===== config.mk =====
export PLATFORM = sky130hd
export DESIGN_NAME = uart_tx_drain
export DESIGN_NICKNAME = d
export VERILOG_FILES = /design/src/rtl/uart_tx_drain.sv
export SDC_FILE = /design/constraint.sdc
export NUM_CORES = 1
export LEC_CHECK = 0
export ABC_CLOCK_PERIOD_IN_PS = 3080
export CAP_MARGIN = 20
export CORE_MARGIN = 1
export CORE_UTILIZATION = 50
export DETAILED_ROUTE_END_ITERATION = 8
export PLACE_DENSITY = 0.7
export SETUP_SLACK_MARGIN = 0.2
export SLEW_MARGIN = 30
export SYNTH_ARGS = -nofsm -noshare
export SYNTH_HDL_FRONTEND = slang
export SYNTH_SLANG_ARGS = --single-unit
export TNS_END_PERCENT = 30

===== constraint.sdc =====
create_clock -name clk -period 3.08 [get_ports clk]
set_clock_uncertainty 0.2 [all_clocks]
set_input_delay 0.308 -clock clk [delete_from_list [all_inputs] [get_ports clk]]
set_output_delay 0.308 -clock clk [all_outputs]
set_load 0.01 [all_outputs]

===== src/rtl/uart_tx_drain.sv =====
// uart_tx_drain: pops bytes from a circular buffer and serialises each one as
// an asynchronous UART frame (start, 8 data bits LSB-first, optional parity,
// one or two stop bits). Back-to-back frames run with no idle gap.
module uart_tx_drain #(
   parameter int CLKS_PER_BIT = 16,
   parameter int PARITY_EN    = 0,
   parameter int PARITY_ODD   = 0,
   parameter int STOP_BITS    = 1
) (
   input  logic        clk,
   input  logic        rst_n,
   input  logic        tx_enable,
   input  logic        fifo_empty,
   input  logic [7:0]  fifo_data,
   output logic        fifo_rd_en,
   output logic        tx,
   output logic        busy,
   output logic [15:0] frame_count
);

   localparam logic [2:0]  ST_IDLE   = 3'd0;
   localparam logic [2:0]  ST_START  = 3'd1;
   localparam logic [2:0]  ST_DATA   = 3'd2;
   localparam logic [2:0]  ST_PARITY = 3'd3;
   localparam logic [2:0]  ST_STOP   = 3'd4;

   localparam logic [15:0] LAST_BAUD = 16'(CLKS_PER_BIT - 1);
   localparam logic        LAST_STOP = (STOP_BITS == 2) ? 1'b1 : 1'b0;
   localparam logic        PAR_EN    = (PARITY_EN != 0) ? 1'b1 : 1'b0;
   localparam logic        PAR_ODD   = (PARITY_ODD != 0) ? 1'b1 : 1'b0;

   // Parity bit as transmitted: XOR of the byte, inverted for odd parity.
   function automatic logic calc_parity(input logic [7:0] data, input logic odd);
      return (^data) ^ odd;
   endfunction

   logic [2:0]  state_r, state_s;
   logic [15:0] baud_r, baud_s;
   logic [2:0]  bit_idx_r, bit_idx_s;
   logic        stop_idx_r, stop_idx_s;
   logic [7:0]  shift_r, shift_s;
   logic        parity_r, parity_s;
   logic        tx_r, tx_s;
   logic        busy_r, busy_s;
   logic [15:0] frame_count_r, frame_count_s;
   logic        last_baud_s;
   logic        last_stop_s;
   logic        pop_ok_s;

   assign last_baud_s = (baud_r == LAST_BAUD);
   assign last_stop_s = (state_r == ST_STOP) && (stop_idx_r == LAST_STOP) && last_baud_s;
   // Reset also gates the pop so the buffer is never drained while held in reset.
   assign pop_ok_s    = rst_n && tx_enable && !fifo_empty &&
                        ((state_r == ST_IDLE) || last_stop_s);
   assign fifo_rd_en  = pop_ok_s;

   // Next-state, counter, shifter and frame-counter computation.
   always_comb begin
      state_s       = state_r;
      bit_idx_s     = bit_idx_r;
      stop_idx_s    = stop_idx_r;
      shift_s       = shift_r;
      parity_s      = parity_r;
      frame_count_s = frame_count_r;
      if (last_baud_s) begin
         baud_s = 16'd0;
      end else begin
         baud_s = baud_r + 16'd1;
      end
      case (state_r)
         ST_IDLE: begin
            baud_s = 16'd0;
            if (pop_ok_s) begin
               shift_s  = fifo_data;
               parity_s = calc_parity(fifo_data, PAR_ODD);
               state_s  = ST_START;
            end else begin
               state_s  = ST_IDLE;
            end
         end
         ST_START: begin
            if (last_baud_s) begin
               state_s   = ST_DATA;
               bit_idx_s = 3'd0;
            end else begin
               state_s   = ST_START;
            end
         end
         ST_DATA: begin
            if (last_baud_s) begin
               shift_s = {1'b0, shift_r[7:1]};
               if (bit_idx_r == 3'd7) begin
                  stop_idx_s = 1'b0;
                  state_s    = PAR_EN ? ST_PARITY : ST_STOP;
               end else begin
                  bit_idx_s  = bit_idx_r + 3'd1;
               end
            end else begin
               state_s = ST_DATA;
            end
         end
         ST_PARITY: begin
            if (last_baud_s) begin
               stop_idx_s = 1'b0;
               state_s    = ST_STOP;
            end else begin
               state_s    = ST_PARITY;
            end
         end
         ST_STOP: begin
            if (last_baud_s) begin
               if (stop_idx_r == LAST_STOP) begin
                  // Frame done: count it even if the next pop happens on this edge.
                  frame_count_s = frame_count_r + 16'd1;
                  if (pop_ok_s) begin
                     shift_s  = fifo_data;
                     parity_s = calc_parity(fifo_data, PAR_ODD);
                     state_s  = ST_START;
                  end else begin
                     state_s  = ST_IDLE;
                  end
               end else begin
                  stop_idx_s = stop_idx_r + 1'b1;
               end
            end else begin
               state_s = ST_STOP;
            end
         end
         default: begin
            state_s = ST_IDLE;
            baud_s  = 16'd0;
         end
      endcase
   end

   // Line level and busy flag for the upcoming cycle, so both come out of flops.
   always_comb begin
      case (state_s)
         ST_IDLE:   tx_s = 1'b1;
         ST_START:  tx_s = 1'b0;
         ST_DATA:   tx_s = shift_s[0];
         ST_PARITY: tx_s = parity_s;
         ST_STOP:   tx_s = 1'b1;
         default:   tx_s = 1'b1;
      endcase
      busy_s = (state_s != ST_IDLE);
   end

   // State and output registers; reset discards any frame in flight.
   always_ff @(posedge clk or negedge rst_n) begin
      if (!rst_n) begin
         state_r       <= ST_IDLE;
         baud_r        <= 16'd0;
         bit_idx_r     <= 3'd0;
         stop_idx_r    <= 1'b0;
         shift_r       <= 8'd0;
         parity_r      <= 1'b0;
         tx_r          <= 1'b1;
         busy_r        <= 1'b0;
         frame_count_r <= 16'd0;
      end else begin
         state_r       <= state_s;
         baud_r        <= baud_s;
         bit_idx_r     <= bit_idx_s;
         stop_idx_r    <= stop_idx_s;
         shift_r       <= shift_s;
         parity_r      <= parity_s;
         tx_r          <= tx_s;
         busy_r        <= busy_s;
         frame_count_r <= frame_count_s;
      end
   end

   assign tx          = tx_r;
   assign busy        = busy_r;
   assign frame_count = frame_count_r;

endmodule


== Yosys cells after proc, flatten, opt, wreduce, memory -nomap -nowiden ==
Cells that the tools add are included.

* Add/subtract/negate cells: 4
* $mul: 0
* Divide/modulo/power cells: 0
* Magnitude comparators: 0
* Equality and inequality tests: 16
* Shift operators: 0
* Muxes and demuxes: 30
* Bitwise logic cells: 1
* Reduce and logical (&&, ||, !) cells: 18

{| class="wikitable"
|+ Operators by type and width
! cell !! number
|-
| $add 16x1->16 const B || 2
|-
| $mux 16 || 2
|-
| $mux 8 || 4
|-
| $mux 3 || 8
|-
| $pmux 8 s3 || 1
|-
| $eq 16x4->1 const B || 1
|-
| $pmux 3 s5 || 1
|-
| $ne 2x2->1 const B || 7
|-
| $eq 3x2->1 const B || 4
|-
| $mux 1 || 9
|-
| $reduce_bool 3->1 || 3
|-
| $reduce_and 4->1 || 2
|-
| $reduce_xor 8->1 || 1
|-
| $eq 3x1->1 const B || 2
|-
| $eq 3x3->1 const B || 2
|-
| $pmux 1 s3 || 2
|-
| $pmux 3 s2 || 1
|-
| $logic_and 1x1->1 || 5
|-
| $reduce_and 5->1 || 1
|-
| $reduce_or 4->1 || 1
|-
| $add 3x1->3 const B || 1
|-
| $logic_not 3->1 || 1
|-
| $reduce_and 3->1 || 1
|-
| $mux 2 || 1
|-
| 6 further kinds || 6
|}

* Register bits: 50
* Latch bits: 0
* Memory bits (writable): 0
* Bits in read-only memories: 0
* Input bits: 12
* Output and inout bits: 19
* Logic and storage cells: 79
* Memories: 0

== Logic depth before layout (Yosys ltp) ==
* Word-level depth: 11
* Depth in mapped cells: 8
* Gate-level depth less buffers: 7

== Worst setup path after synthesis ==
No wires, ideal clock.

* Kind: reg-to-reg
* Start point: reg baud_r[0]
* End point: reg frame_count_r[15], in the netlist frame_count[15]
* Setup time: 0.079 ns
* Arrival time: 1.952 ns
* Required time: 2.801 ns
* Path slack: 0.849 ns
* Cell stages (with the launch flop): 9
* Buffers on the path: 2
* Clock period less this slack: 2.231 ns
* Path through: dfrtp_1 ha_1 and3_1 clkbuf_2 nand4_4 or4_4 buf_6 nor4_4 xor2_1

* Word-level cells in the longest chain between the ends: 2

{| class="wikitable"
|+ RTL lines
! element !! line !! source
|-
| start: declaration || 38 || <nowiki>logic [15:0] baud_r, baud_s;</nowiki>
|-
| start signal: assignment || 163 || <nowiki>baud_r <= baud_s;</nowiki>
|-
| $eq 16x4->1 || 50 || <nowiki>assign last_baud_s = (baud_r == LAST_BAUD);</nowiki>
|-
| $reduce_and 3->1 (no source line) || -- ||
|-
| end signal: assignment || 170 || <nowiki>frame_count_r <= frame_count_s;</nowiki>
|-
| end: declaration || 45 || <nowiki>logic [15:0] frame_count_r, frame_count_s;</nowiki>
|}

No other way between the ends.
A chain may end at the register's enable or synchronous reset.

== Final worst setup path ==
* Start point: reg baud_r[0]
* End point: out fifo_rd_en

* Word-level cells in the longest chain between the ends: 4

{| class="wikitable"
|+ RTL lines
! element !! line !! source
|-
| $eq 16x4->1 || 50 ||
|-
| $logic_and 1x1->1 || 51 || <nowiki>assign last_stop_s = (state_r == ST_STOP) && (stop_idx_r == LAST_STOP) && last_baud_s;</nowiki>
|-
| $logic_or 1x1->1 || 54 || <nowiki>((state_r == ST_IDLE) || last_stop_s);</nowiki>
|-
| $logic_and 1x1->1 || 53 || <nowiki>assign pop_ok_s = rst_n && tx_enable && !fifo_empty &&</nowiki>
|-
| end: declaration || 15 || <nowiki>output logic fifo_rd_en,</nowiki>
|}

No other way between the ends.

==> impl_metrics.prom <==
# TYPE chip_impl_metric gauge
chip_impl_metric{name="synth.ff_latch_count",unit=""} 49
chip_impl_metric{name="fillerInstances",unit=""} 396
chip_impl_info{name="crit-reg2reg-launch",value="baud_r[0]$_DFF_PN0_"} 1
chip_impl_metric{name="drtIter0Drc",unit=""} 35
chip_impl_metric{name="final_max_slew_viol_count",unit=""} 0
chip_impl_metric{name="placement.cell_area",unit="µm²"} 2780
chip_impl_info{name="endpoint_kind",value="output port"} 1
chip_impl_metric{name="clock.fmax",unit="MHz"} 369
chip_impl_metric{name="cts_inserted_buffers",unit=""} 5
chip_impl_metric{name="drc_viols",unit=""} 0
chip_impl_metric{name="data_arrival_time_of_the_critical_path",unit="ns"} 2.20
chip_impl_metric{name="power.sequential.fraction",unit="%"} 51.0
chip_impl_metric{name="row_count",unit=""} 24
chip_impl_metric{name="port_buffers",unit=""} 30
chip_impl_info{name="timing.hold.worst.class",value="in2async"} 1
chip_impl_info{name="run_status",value="finished, violations left"} 1
chip_impl_metric{name="postCtsHoldBufs",unit=""} 0
chip_impl_info{name="root_buffer",value="clkbuf_8"} 1
chip_impl_metric{name="slew_headroom",unit="%"} 59.5
chip_impl_metric{name="fin_worst_hold_slack",unit="ns"} -0.0359
chip_impl_metric{name="insertedDiodeCount",unit=""} 0
chip_impl_metric{name="post_route_cells_drive_above_1_share",unit="%"} 8.43
chip_impl_metric{name="synth_area_per_inst",unit="µm²"} 10.8
chip_impl_metric{name="synth_cell_types",unit=""} 36
chip_impl_metric{name="chipHeight",unit="µm"} 71.6
chip_impl_metric{name="syn-num-nets",unit=""} 241
chip_impl_metric{name="cell_count_after_synthesis",unit=""} 225
chip_impl_metric{name="synth.yosys.warnings",unit=""} 0
chip_impl_metric{name="post-dp-hpwl",unit="µm"} 2990
chip_impl_metric{name="design.portCount",unit=""} 31
chip_impl_metric{name="clock_slew_seen_by_the_registers_of_the_worst_setup_and_hold_paths",unit="ns"} 0.08
chip_impl_metric{name="synthesis.area",unit="µm²"} 2420
chip_impl_metric{name="overflow",unit=""} 0
chip_impl_metric{name="power_per_cell_area",unit="nW/µm²"} 557
chip_impl_metric{name="postLayoutCellArea",unit="µm²"} 2890
chip_impl_metric{name="clk-insertion-delay-late",unit="ns"} 0.30
chip_impl_metric{name="finalHoldViolCount",unit=""} 48
chip_impl_metric{name="chipWidth",unit="µm"} 71.6
chip_impl_metric{name="reg2reg_slack",unit="ns"} 0.77
chip_impl_info{name="layout_common_cells",value="dfrtp_1, nor2_1, clkdlybuf4s50_1"} 1
chip_impl_info{name="violations",value="negative hold slack"} 1
chip_impl_metric{name="swShare",unit="%"} 27.1
chip_impl_metric{name="layout.nets",unit=""} 276
chip_impl_metric{name="grt_util_all_layers",unit="%"} 19.1
chip_impl_metric{name="die-area",unit="µm²"} 5120
chip_impl_metric{name="gp_congestion",unit=""} 0.728
chip_impl_metric{name="num_vias",unit=""} 1698
chip_impl_metric{name="share_comb_of_total_power",unit="%"} 20.1
chip_impl_metric{name="grt_start_max_net_pins",unit=""} 50
chip_impl_info{name="grt_setup_unrepaired",value="no"} 1
chip_impl_metric{name="global_route_wire_length_before_repair",unit="µm"} 7600
chip_impl_info{name="setup.worst_path.class",value="reg2out"} 1
chip_impl_metric{name="initial_antenna_violation_count",unit=""} 0
chip_impl_metric{name="p_int",unit="mW"} 1.17
chip_impl_info{name="r2r_end",value="frame_count[15]$_DFFE_PN0P_"} 1
chip_impl_metric{name="cp.required",unit="ns"} 2.57
chip_impl_metric{name="leakage",unit="nW"} 1.33
chip_impl_metric{name="routed_wirelength",unit="µm"} 4190
chip_impl_info{name="critical_path.startpoint",value="baud_r[0]$_DFF_PN0_"} 1
chip_impl_metric{name="r2r.worst_path.cells",unit=""} 6
chip_impl_metric{name="post_cts_resized",unit=""} 0
chip_impl_metric{name="wire_per_inst",unit="µm"} 13.4
chip_impl_metric{name="cts.path.max_buffers",unit=""} 2
chip_impl_metric{name="firstDrtPassIters",unit=""} 4
chip_impl_metric{name="finalWorstPathRequiredPeriod",unit="ns"} 2.71
chip_impl_metric{name="vdd_drop_max",unit="V"} 0.000352
chip_impl_metric{name="timing_worst_slew_pin_value",unit="ns"} 0.602
chip_impl_info{name="tritoncts",value="built"} 1
chip_impl_metric{name="vias_in_the_first_global_route",unit=""} 1689
chip_impl_metric{name="timing.max_cap.violations",unit=""} 0
chip_impl_metric{name="power_share_of_the_clock_group",unit="%"} 28.9
chip_impl_info{name="layout_commonest_cell",value="dfrtp_1"} 1
chip_impl_metric{name="power.net_switching",unit="µW"} 436
chip_impl_metric{name="setup_viol",unit=""} 0
chip_impl_metric{name="syn2layout_area_growth",unit="%"} 19.5
chip_impl_metric{name="placedCellCount",unit=""} 305
chip_impl_info{name="crit_path_start_kind",value="register"} 1
chip_impl_metric{name="critPathMaxFanout",unit=""} 9
chip_impl_metric{name="stdcell_count",unit=""} 313
chip_impl_metric{name="core_region_area",unit="µm²"} 4500
chip_impl_metric{name="routed_via_density",unit=""} 5.42
chip_impl_metric{name="initial_core_util",unit="%"} 53.8
chip_impl_metric{name="drtAntennaViolNets",unit=""} 0
chip_impl_metric{name="timing.setup.tns",unit="ns"} 0
chip_impl_metric{name="seq_area_frac_synth",unit="%"} 50.7
chip_impl_metric{name="ratio_of_final_minimum_period_to_clock_period",unit="%"} 88.1
chip_impl_metric{name="cts.htree.levels",unit=""} 2
chip_impl_metric{name="total_setup_buffers_inserted_after_cts",unit=""} 0
chip_impl_metric{name="cts.sinks",unit=""} 49
[metal layers]
| layer | vias to the layer above | part of all wire (%) | track usage, % |
|---|---|---|---|
| met5 | - | 0 | 0 |
| met4 | 0 | 1.4 | 5.88 |
| met3 | 8 | 2.6 | 4.78 |
| met2 | 24 | 46 | 30.7 |
| met1 | 813 | 50 | 25.7 |
| li1 | 853 | - | - |
[cell usage after synthesis (all sizes together)]
library cell	count	area, µm²
ha	4	50.1
xnor2	23	201
a32o	1	10.0
nand2	15	56.3
nor3	5	35.0
nand4	5	46.3
clkbuf	4	16.3
buf	1	11.3
a21oi	3	15.0
or3b	1	8.76
a21o	7	52.6
o21ai	5	25.0
a22o	6	52.6
or4	1	11.3
nand3	17	85.1
nor2	29	109
dfrtp	48	1200
or3	2	12.5
xor2	14	123
a2bb2oi	1	8.76
mux2	1	11.3
nand2b	3	18.8
and4	2	17.5
and2	3	18.8
dfstp	1	26.3
and3	5	31.3
o22a	1	8.76
nand4b	1	8.76
o31ai	2	15.0
nor4	7	104
a21boi	1	7.51
inv	6	22.5
[through the flow]
step                      hold slack (ns)  worst slack [ns]  utilization, %  power, mW
final                             -0.0359             0.368            64.2       1.61
after global routing               0.0154             0.216            64.2       1.70
after CTS                         0.00216             0.329            64.2       1.63
after detailed placement            0.250             0.675            61.6       1.16
after global placement              0.245             0.699            61.6       1.15
after floorplan                    -0.188             0.849               -       1.05
[flip-flops by register name, indices dropped and copies added (netlist names)]
register,cells
tx,1
parity_r,1
shift_r,8
baud_r,16
frame_count,16
bit_idx_r,3
busy,1
state_r,3
[how the worst max path moves through the flow]
stage               slack, ns                          end  cells after the start
floorplan                0.85  frame_count[15]$_DFFE_PN0P_                      8
global placement         0.70                   fifo_rd_en                      5
detailed placement       0.68                   fifo_rd_en                      5
CTS                      0.33                   fifo_rd_en                      5
global route             0.22                   fifo_rd_en                      5
finish                   0.37                   fifo_rd_en                      5
[area by class of cell]
class                           instances  area, µm²  share of cell area (%)
Sequential cell                        49       1230                    42.4
Timing Repair Buffer                   33        318                    11.0
Inverter                                6       22.5                   0.779
Clock inverter                          1       30.0                    1.04
Clock buffer                            7       86.3                    2.98
Tap cell                               52       65.1                    2.25
Multi-Input combinational cell        165       1140                    39.5
[kinds of logic after synthesis]
kind of cell	share of synthesized area, %
compound gates	8.06
xor+xnor	13.4
fa+ha+maj	2.07
buf+inv	2.07
flops	50.7
mux	0.465
simple gates	23.3
[worst max-delay path: stages (launching register included)]
cell,delay [ns]
dfrtp_1,0.37
ha_1,0.18
and3_1,0.31
nand4_4,0.21
a21oi_1,0.26
clkdlybuf4s50_1,0.57
[power groups by stage]
| stage | Sequential (mW) | Combinational (mW) | Clock [mW] |
|---|---|---|---|
| finish | 0.821 | 0.324 | 0.465 |
| global route | 0.835 | 0.366 | 0.502 |
| CTS | 0.821 | 0.328 | 0.476 |
| global placement | 0.830 | 0.324 | 0 |
| floorplan | 0.824 | 0.226 | 0 |
| detailed placement | 0.833 | 0.326 | 0 |
Note: power is estimated with default switching activity, not from simulation.
